`src/rtl/mem_port_arbiter.sv`:
```
`default_nettype none
// ============================================================================
//  Module   : mem_port_arbiter
//  Purpose  : Shares one single-ported memory between fetch and data access.
//  Revision : 1.0  initial release
// ============================================================================
module mem_port_arbiter #(
   parameter int XLEN   = 32,
   parameter int ADDR_W = 32
) (
   input  logic                clk,
   input  logic                reset,
   // fetch port
   input  logic                if_req,
   input  logic [ADDR_W-1:0]   if_addr,
   output logic [XLEN-1:0]     if_rdata,
   output logic                if_valid,
   // data port
   input  logic                dm_req,
   input  logic                dm_we,
   input  logic [ADDR_W-1:0]   dm_addr,
   input  logic [XLEN-1:0]     dm_wdata,
   input  logic [XLEN/8-1:0]   dm_wmask,
   output logic [XLEN-1:0]     dm_rdata,
   output logic                dm_valid,
   // pipeline control
   input  logic                flush,
   output logic                stall_req,
   // memory side
   output logic                mem_req,
   output logic                mem_we,
   output logic [ADDR_W-1:0]   mem_addr,
   output logic [XLEN-1:0]     mem_wdata,
   output logic [XLEN/8-1:0]   mem_wmask,
   input  logic [XLEN-1:0]     mem_rdata,
   input  logic                mem_ready
);

   typedef enum logic [1:0] {
      IDLE   = 2'd0,
      BUSY_D = 2'd1,
      BUSY_F = 2'd2,
      DONE   = 2'd3
   } state_t;

   state_t              r_state;
   logic                r_fetch_kill;
   logic                r_mem_req;
   logic                r_mem_we;
   logic [ADDR_W-1:0]   r_mem_addr;
   logic [XLEN-1:0]     r_mem_wdata;
   logic [XLEN/8-1:0]   r_mem_wmask;
   logic [XLEN-1:0]     r_if_rdata;
   logic [XLEN-1:0]     r_dm_rdata;
   logic                r_if_valid;
   logic                r_dm_valid;

   logic                w_fetch_drop;
   logic                w_if_valid;

   // A fetch result is dropped if it was killed earlier or a flush lands on its last cycle.
   assign w_fetch_drop = r_fetch_kill | flush;

   always_ff @(posedge clk or posedge reset) begin
      if (reset) begin
         r_state      <= IDLE;
         r_fetch_kill <= 1'b0;
         r_mem_req    <= 1'b0;
         r_mem_we     <= 1'b0;
         r_mem_addr   <= '0;
         r_mem_wdata  <= '0;
         r_mem_wmask  <= '0;
         r_if_rdata   <= '0;
         r_dm_rdata   <= '0;
         r_if_valid   <= 1'b0;
         r_dm_valid   <= 1'b0;
      end else begin
         r_if_valid <= 1'b0;
         r_dm_valid <= 1'b0;
         case (r_state)
            IDLE: begin
               if (dm_req) begin
                  r_mem_req   <= 1'b1;
                  r_mem_we    <= dm_we;
                  r_mem_addr  <= dm_addr;
                  r_mem_wdata <= dm_wdata;
                  r_mem_wmask <= dm_wmask;
                  r_state     <= BUSY_D;
               end else if (if_req && !flush) begin
                  r_mem_req   <= 1'b1;
                  r_mem_we    <= 1'b0;
                  r_mem_addr  <= if_addr;
                  r_mem_wmask <= '0;
                  r_state     <= BUSY_F;
               end
            end
            BUSY_D: begin
               if (mem_ready) begin
                  if (!r_mem_we) begin
                     r_dm_rdata <= mem_rdata;
                  end
                  r_dm_valid <= 1'b1;
                  r_mem_req  <= 1'b0;
                  r_state    <= DONE;
               end
            end
            BUSY_F: begin
               if (flush) begin
                  r_fetch_kill <= 1'b1;
               end
               if (mem_ready) begin
                  if (!w_fetch_drop) begin
                     r_if_rdata <= mem_rdata;
                     r_if_valid <= 1'b1;
                  end
                  r_fetch_kill <= 1'b0;
                  r_mem_req    <= 1'b0;
                  r_state      <= DONE;
               end
            end
            DONE: begin
               // No grant here, so a request still held for the port just served is not reissued.
               r_state <= IDLE;
            end
            default: begin
               r_state <= IDLE;
            end
         endcase
      end
   end

   // A flush in the completion cycle still cancels the fetch pulse.
   assign w_if_valid = r_if_valid & ~flush;

   assign if_valid  = w_if_valid;
   assign if_rdata  = r_if_rdata;
   assign dm_valid  = r_dm_valid;
   assign dm_rdata  = r_dm_rdata;
   assign mem_req   = r_mem_req;
   assign mem_we    = r_mem_we;
   assign mem_addr  = r_mem_addr;
   assign mem_wdata = r_mem_wdata;
   assign mem_wmask = r_mem_wmask;

   assign stall_req = (if_req & ~w_if_valid & ~flush) | (dm_req & ~r_dm_valid);

endmodule
`default_nettype wire

```
`config.mk`:
```
export PLATFORM = sky130hd
export DESIGN_NAME = mem_port_arbiter
export DESIGN_NICKNAME = d
export VERILOG_FILES = /design/src/rtl/mem_port_arbiter.sv
export SDC_FILE = /design/constraint.sdc
export NUM_CORES = 1
export LEC_CHECK = 0
export BUFFER_PORTS_ARGS = -buffer_cell sky130_fd_sc_hd__buf_2
export CAP_MARGIN = 25
export CORE_MARGIN = 5
export CORE_UTILIZATION = 50
export DETAILED_ROUTE_END_ITERATION = 12
export PLACE_DENSITY = 0.9
export SYNTH_ARGS = -nofsm -noshare
export SYNTH_HDL_FRONTEND = slang
export SYNTH_SLANG_ARGS = --single-unit
```
`constraint.sdc`:
```
create_clock -name clk -period 10.5 [get_ports clk]
set_clock_uncertainty 0.05 [all_clocks]
set_input_delay 1.575 -clock clk [delete_from_list [all_inputs] [get_ports clk]]
set_output_delay 1.575 -clock clk [all_outputs]
set_load 0.005 [all_outputs]
```
Word-level counts from Yosys, hierarchy flattened
Index checks and enable logic that the tools add are counted.

Bits in registers: 139. Input port bits: 139. Output and inout port bits: 137.

Bitwise gates (word level): 11. Eq/ne operators: 5. Reduce and logical (&&, ||, !) cells: 14. Muxes and demuxes: 21.

Operator list (number): $mux 32 (2); $mux 1 (12); $reduce_and 3->1 (3); $mux 4 (2); $reduce_and 2->1 (4); $mux 2 (3); $pmux 2 s3 (1); $reduce_bool 2->1 (3); $not 1->1 (5); $and 1x1->1 (4); $eq 2x2->1 const B (2); $ne 3x3->1 const B (1); $eq 2x1->1 const B (1); $logic_not 2->1 (1); $ne 2x1->1 const B (1); $or 1x1->1 (2); $pmux 1 s2 (1); $reduce_or 2->1 (1); $logic_and 1x1->1 (1); $logic_not 1->1 (1).

Logic depth before layout (Yosys ltp)
Depth in word-level cells: 6. Mapped depth: 6. Gate-level depth less buffers: 5.

Least setup slack after synthesis
OpenSTA, ideal clock, no wires.

Path type: input to output. Start: input port dm_req. End: output port stall_req. Path buffers: 1. Arrival: 2.010 ns. Cell stages on the path: 3. Setup slack: 6.865 ns. Data required time: 8.875 ns. Cells stage by stage: buf_2 > inv_1 > o22ai_1.

Cells in the longest elaborated chain, start to end: 2.

Ends and longest elaborated chain: start, declared (line 19) `input logic dm_req,`; $and 1x1->1 (line 145) `assign stall_req = (if_req & ~w_if_valid & ~flush) | (dm_req & ~r_dm_valid);`; $or 1x1->1 (line 145); end, declared (line 28) `output logic stall_req,`.

Every way passes these cells.

Worst setup path in the final report
Same ends and word-level chain as after synthesis.

==> out/results.tsv <==
stage	metric	value	unit
worst_hold_path	hp-start	if_rdata[13]$_DFFE_PP0P_	
power_and_ir_drop	leakage	0.00391	µW
clock_tree	insertion_delay	390	ps
worst_setup_path	worstPathRequired	8880	ps
worst_setup_path	crit-reg2reg-launch	r_state[0]$_DFFE_PP0P_	
global_route	grt.overflow.total	0	
die	rows	39	
clock_tree	cts_tree	yes	
worst_setup_path	cpLargestDelayFamily	buffers and inverters	
global_route	grt_pass1_wl	21900	µm
worst_setup_path	r2r_end	if_rdata[21]$_DFFE_PP0P_	
worst_hold_path	min_path_cells	1	
global_route	grt_max_degree	78	
timing	tightest_slew	966	ps
detailed_routing	dr.pass1.iters	4	
global_route	antenna_found_initial	0	
clock_tree	clockBufferDepth	2	
global_route	grt.total_usage	20.8	%
die	design.core.area	0.0113	mm²
layout	antennaDiodeCount	0	
synthesis	synthesis.area	0.00574	mm²
clock_tree	postCtsSetupRepairBufs	0	
clock_tree	numCtsBuffers	17	
placed_design	port_buffers	275	
timing	slew_viol_final	0	
timing	rsz0062_at_grt	false	
synthesis	synth_warnings	0	
detailed_routing	drt-wirelength-per-cell	18.2	µm
placed_design	globalplace.congestion	0.746	
timing	finalHoldViolCount	0	
worst_setup_path	cp_num_buf_inv	3	
synthesis	avgSynthCellArea	16.1	µm²
synthesis	syn_inst	356	
worst_setup_path	cp_max_fo	37	
detailed_routing	wl	14400	µm
placed_design	dpl.cell_count	761	
status	status	complete, no violations	
die	initial_core_util	50.7	%
worst_setup_path	crit_type	in -> out	
die	ios	276	
synthesis	synth_mux_area_share	31.8	%
synthesis	synthAdderAreaFrac	1.09	%
power_and_ir_drop	power_density	304	mW/mm²
worst_setup_path	slowest_delay	590	ps
synthesis	synthXorXnorAreaFrac	0	%
timing	final.period_utilization	41.9	%
layout	nFillCells	776	
worst_setup_path	path_cells	buf_2, inv_1, o22ai_1, buf_2	
layout	fin_nets	782	
power_and_ir_drop	peakVddDrop	0.146	mV
clock_tree	clock_sinks	139	
clock_tree	postCtsResizedCells	0	
worst_hold_path	min_to	if_rdata[13]$_DFFE_PP0P_	
clock_tree	ctsHoldBuffers	0	
synthesis	synth_fp_nets	500	
worst_setup_path	endpoint_kind	output port	
synthesis	yosys.area.top_type	dfrtp_1	
timing	fmax	227	MHz
synthesis	ys_seq_area_share	60.6	%
synthesis	ys_ff_latch	139	
worst_setup_path	r2r_slack	8570	ps
timing	period_needed	4400	ps
synthesis	synth_compound_area_share	1.98	%
die	die_h	117	µm
worst_setup_path	cp_data_arrival_time	2770	ps
worst_hold_path	hp-class	reg -> reg	
die	die_x	117	µm
worst_setup_path	crit_top_cell	buf_2	
clock_tree	cts-root-buf	clkbuf_16	
clock_tree	h-tree-depth	4	
detailed_routing	drt-initial-drc-count	137	
synthesis	synth.area.top_cells	dfrtp_1 (61%), mux2_2 (29%), mux2_1 (2.4%)	
layout	final_cells	794	
synthesis	synth_cell_type_count	24	
global_route	grt_pass1_vias	4443	
detailed_routing	route.vias.total	4003	
job	max_cap_viol_count	0	
worst_setup_path	r2r_cells	6	
synthesis	synth_top_family_by_area	multiplexers	
placed_design	hpwl	11000	µm
worst_setup_path	cpMaxStageDelayCell	buf_2	
detailed_routing	drt-vias-per-instance	5.04	
synthesis	yosys.area_share.simple	1.61	%
timing	final-setup-viol-count	0	
layout	syn2layout_area_growth	36.5	%
timing	tns	0	ps
detailed_routing	remaining_drc_errors	0	
worst_setup_path	worstSetupStartpointType	input port	
synthesis	yosysTopAreaCellShare	60.6	%
die	dieArea	0.0137	mm²
clock_tree	path_clk_slew	60	ps
layout	drive_above_1_share	71.3	%
detailed_routing	ant_nets	0	
timing	maxSlewHeadroom	35.6	%
==> flip-flops by register name, indices dropped and copies added, names as in the netlist <==
register,flops
r_if_valid,1
dm_rdata,32
mem_wmask,4
mem_wdata,32
r_fetch_kill,1
if_rdata,32
mem_req,1
mem_we,1
dm_valid,1
r_state,2
mem_addr,32
==> cells in the mapped netlist (all sizes together) <==
cell type	count
a21oi	2
inv	6
a21boi	1
nor2	1
buf	17
nand3b	1
dfrtp	139
o21ai	3
mux2	162
a22o	5
nor3	1
ha	5
nand2b	4
o221a	1
nand2	2
and2	2
nor2b	2
a2bb2oi	1
o22ai	1
==> cells by family after synthesis <==
logic type | Yosys count
adder cells (fa/ha/maj) | 5
flip-flops | 139
AO/OA/AOI/OAI | 14
multiplexers | 162
buffers and inverters | 23
AND/OR/NAND/NOR | 13
==> metal layers <==
metal  up-vias  track usage (%)  routed length (µm)
met5         -                0                   0
met4         0             6.35                 185
met3        16             7.25                1300
met2       165             39.2                8050
met1      1985             21.5                4880
li1       1837                -                   -
==> cell usage in the layout, fill, tap and decap left out, types with 3 or more instances in the layout <==
master     netlist  layout
a22o_1           5       5
buf_2            7     275
buf_4            1       4
bufinv_16        0       4
clkbuf_1         0       3
clkbuf_16        0      17
clkinv_4         0       4
dfrtp_1        139     139
ha_1             5       5
inv_1            6       5
mux2_1          12      12
mux2_2         150     150
nand2b_1         3       3
==> worst max-delay path by stage <==
stage | startpoint | to | cells after the start
floorplan | reset | dm_rdata[0]$_DFFE_PP0P_ | 1
global placement | dm_req | stall_req | 4
detailed placement | dm_req | stall_req | 4
CTS | dm_req | stall_req | 4
global route | dm_req | stall_req | 4
finish | dm_req | stall_req | 4
==> layout make-up <==
class / instances / area, µm² / area share [%]
flip-flops and latches: 139 / 3480 / 44.4
multi-input cells: 194 / 2090 / 26.7
repair buffers: 280 / 1430 / 18.2
clock buffers: 22 / 464 / 5.93
well taps: 143 / 179 / 2.28
clock inverters: 10 / 165 / 2.11
inverters: 6 / 27.5 / 0.351
==> report_power, final <==
| part | switching [µW] | leakage, µW | internal, µW |
|---|---|---|---|
| logic | 338 | 0.00193 | 475 |
| registers | 140 | 0.00167 | 806 |
| clock network | 216 | 0.000308 | 411 |
| total | 693 | 0.00391 | 1690 |
==> through the flow <==
step | cell area (µm²) | total power [µW] | hold slack, ps | util [%] | setup WS [ps]
global route | 7830 | 2530 | 461 | 69.2 | 6030
floorplan | 5740 | 1380 | 433 | - | 5150
global placement | 7180 | 1710 | 412 | 63.5 | 6170
finish | 7830 | 2380 | 431 | 69.2 | 6100
CTS | 7810 | 2410 | 433 | 69.0 | 6090
detailed placement | 7180 | 1770 | 420 | 63.5 | 6080
==> worst reg2reg max path: stages (launching register included) <==
cell and delay (ps):
dfrtp_1 410, inv_1 120, ha_1 200, nand2_1 90
nor3_4 120, buf_4 420, mux2_2 410
(Power assumes the default switching activity.)
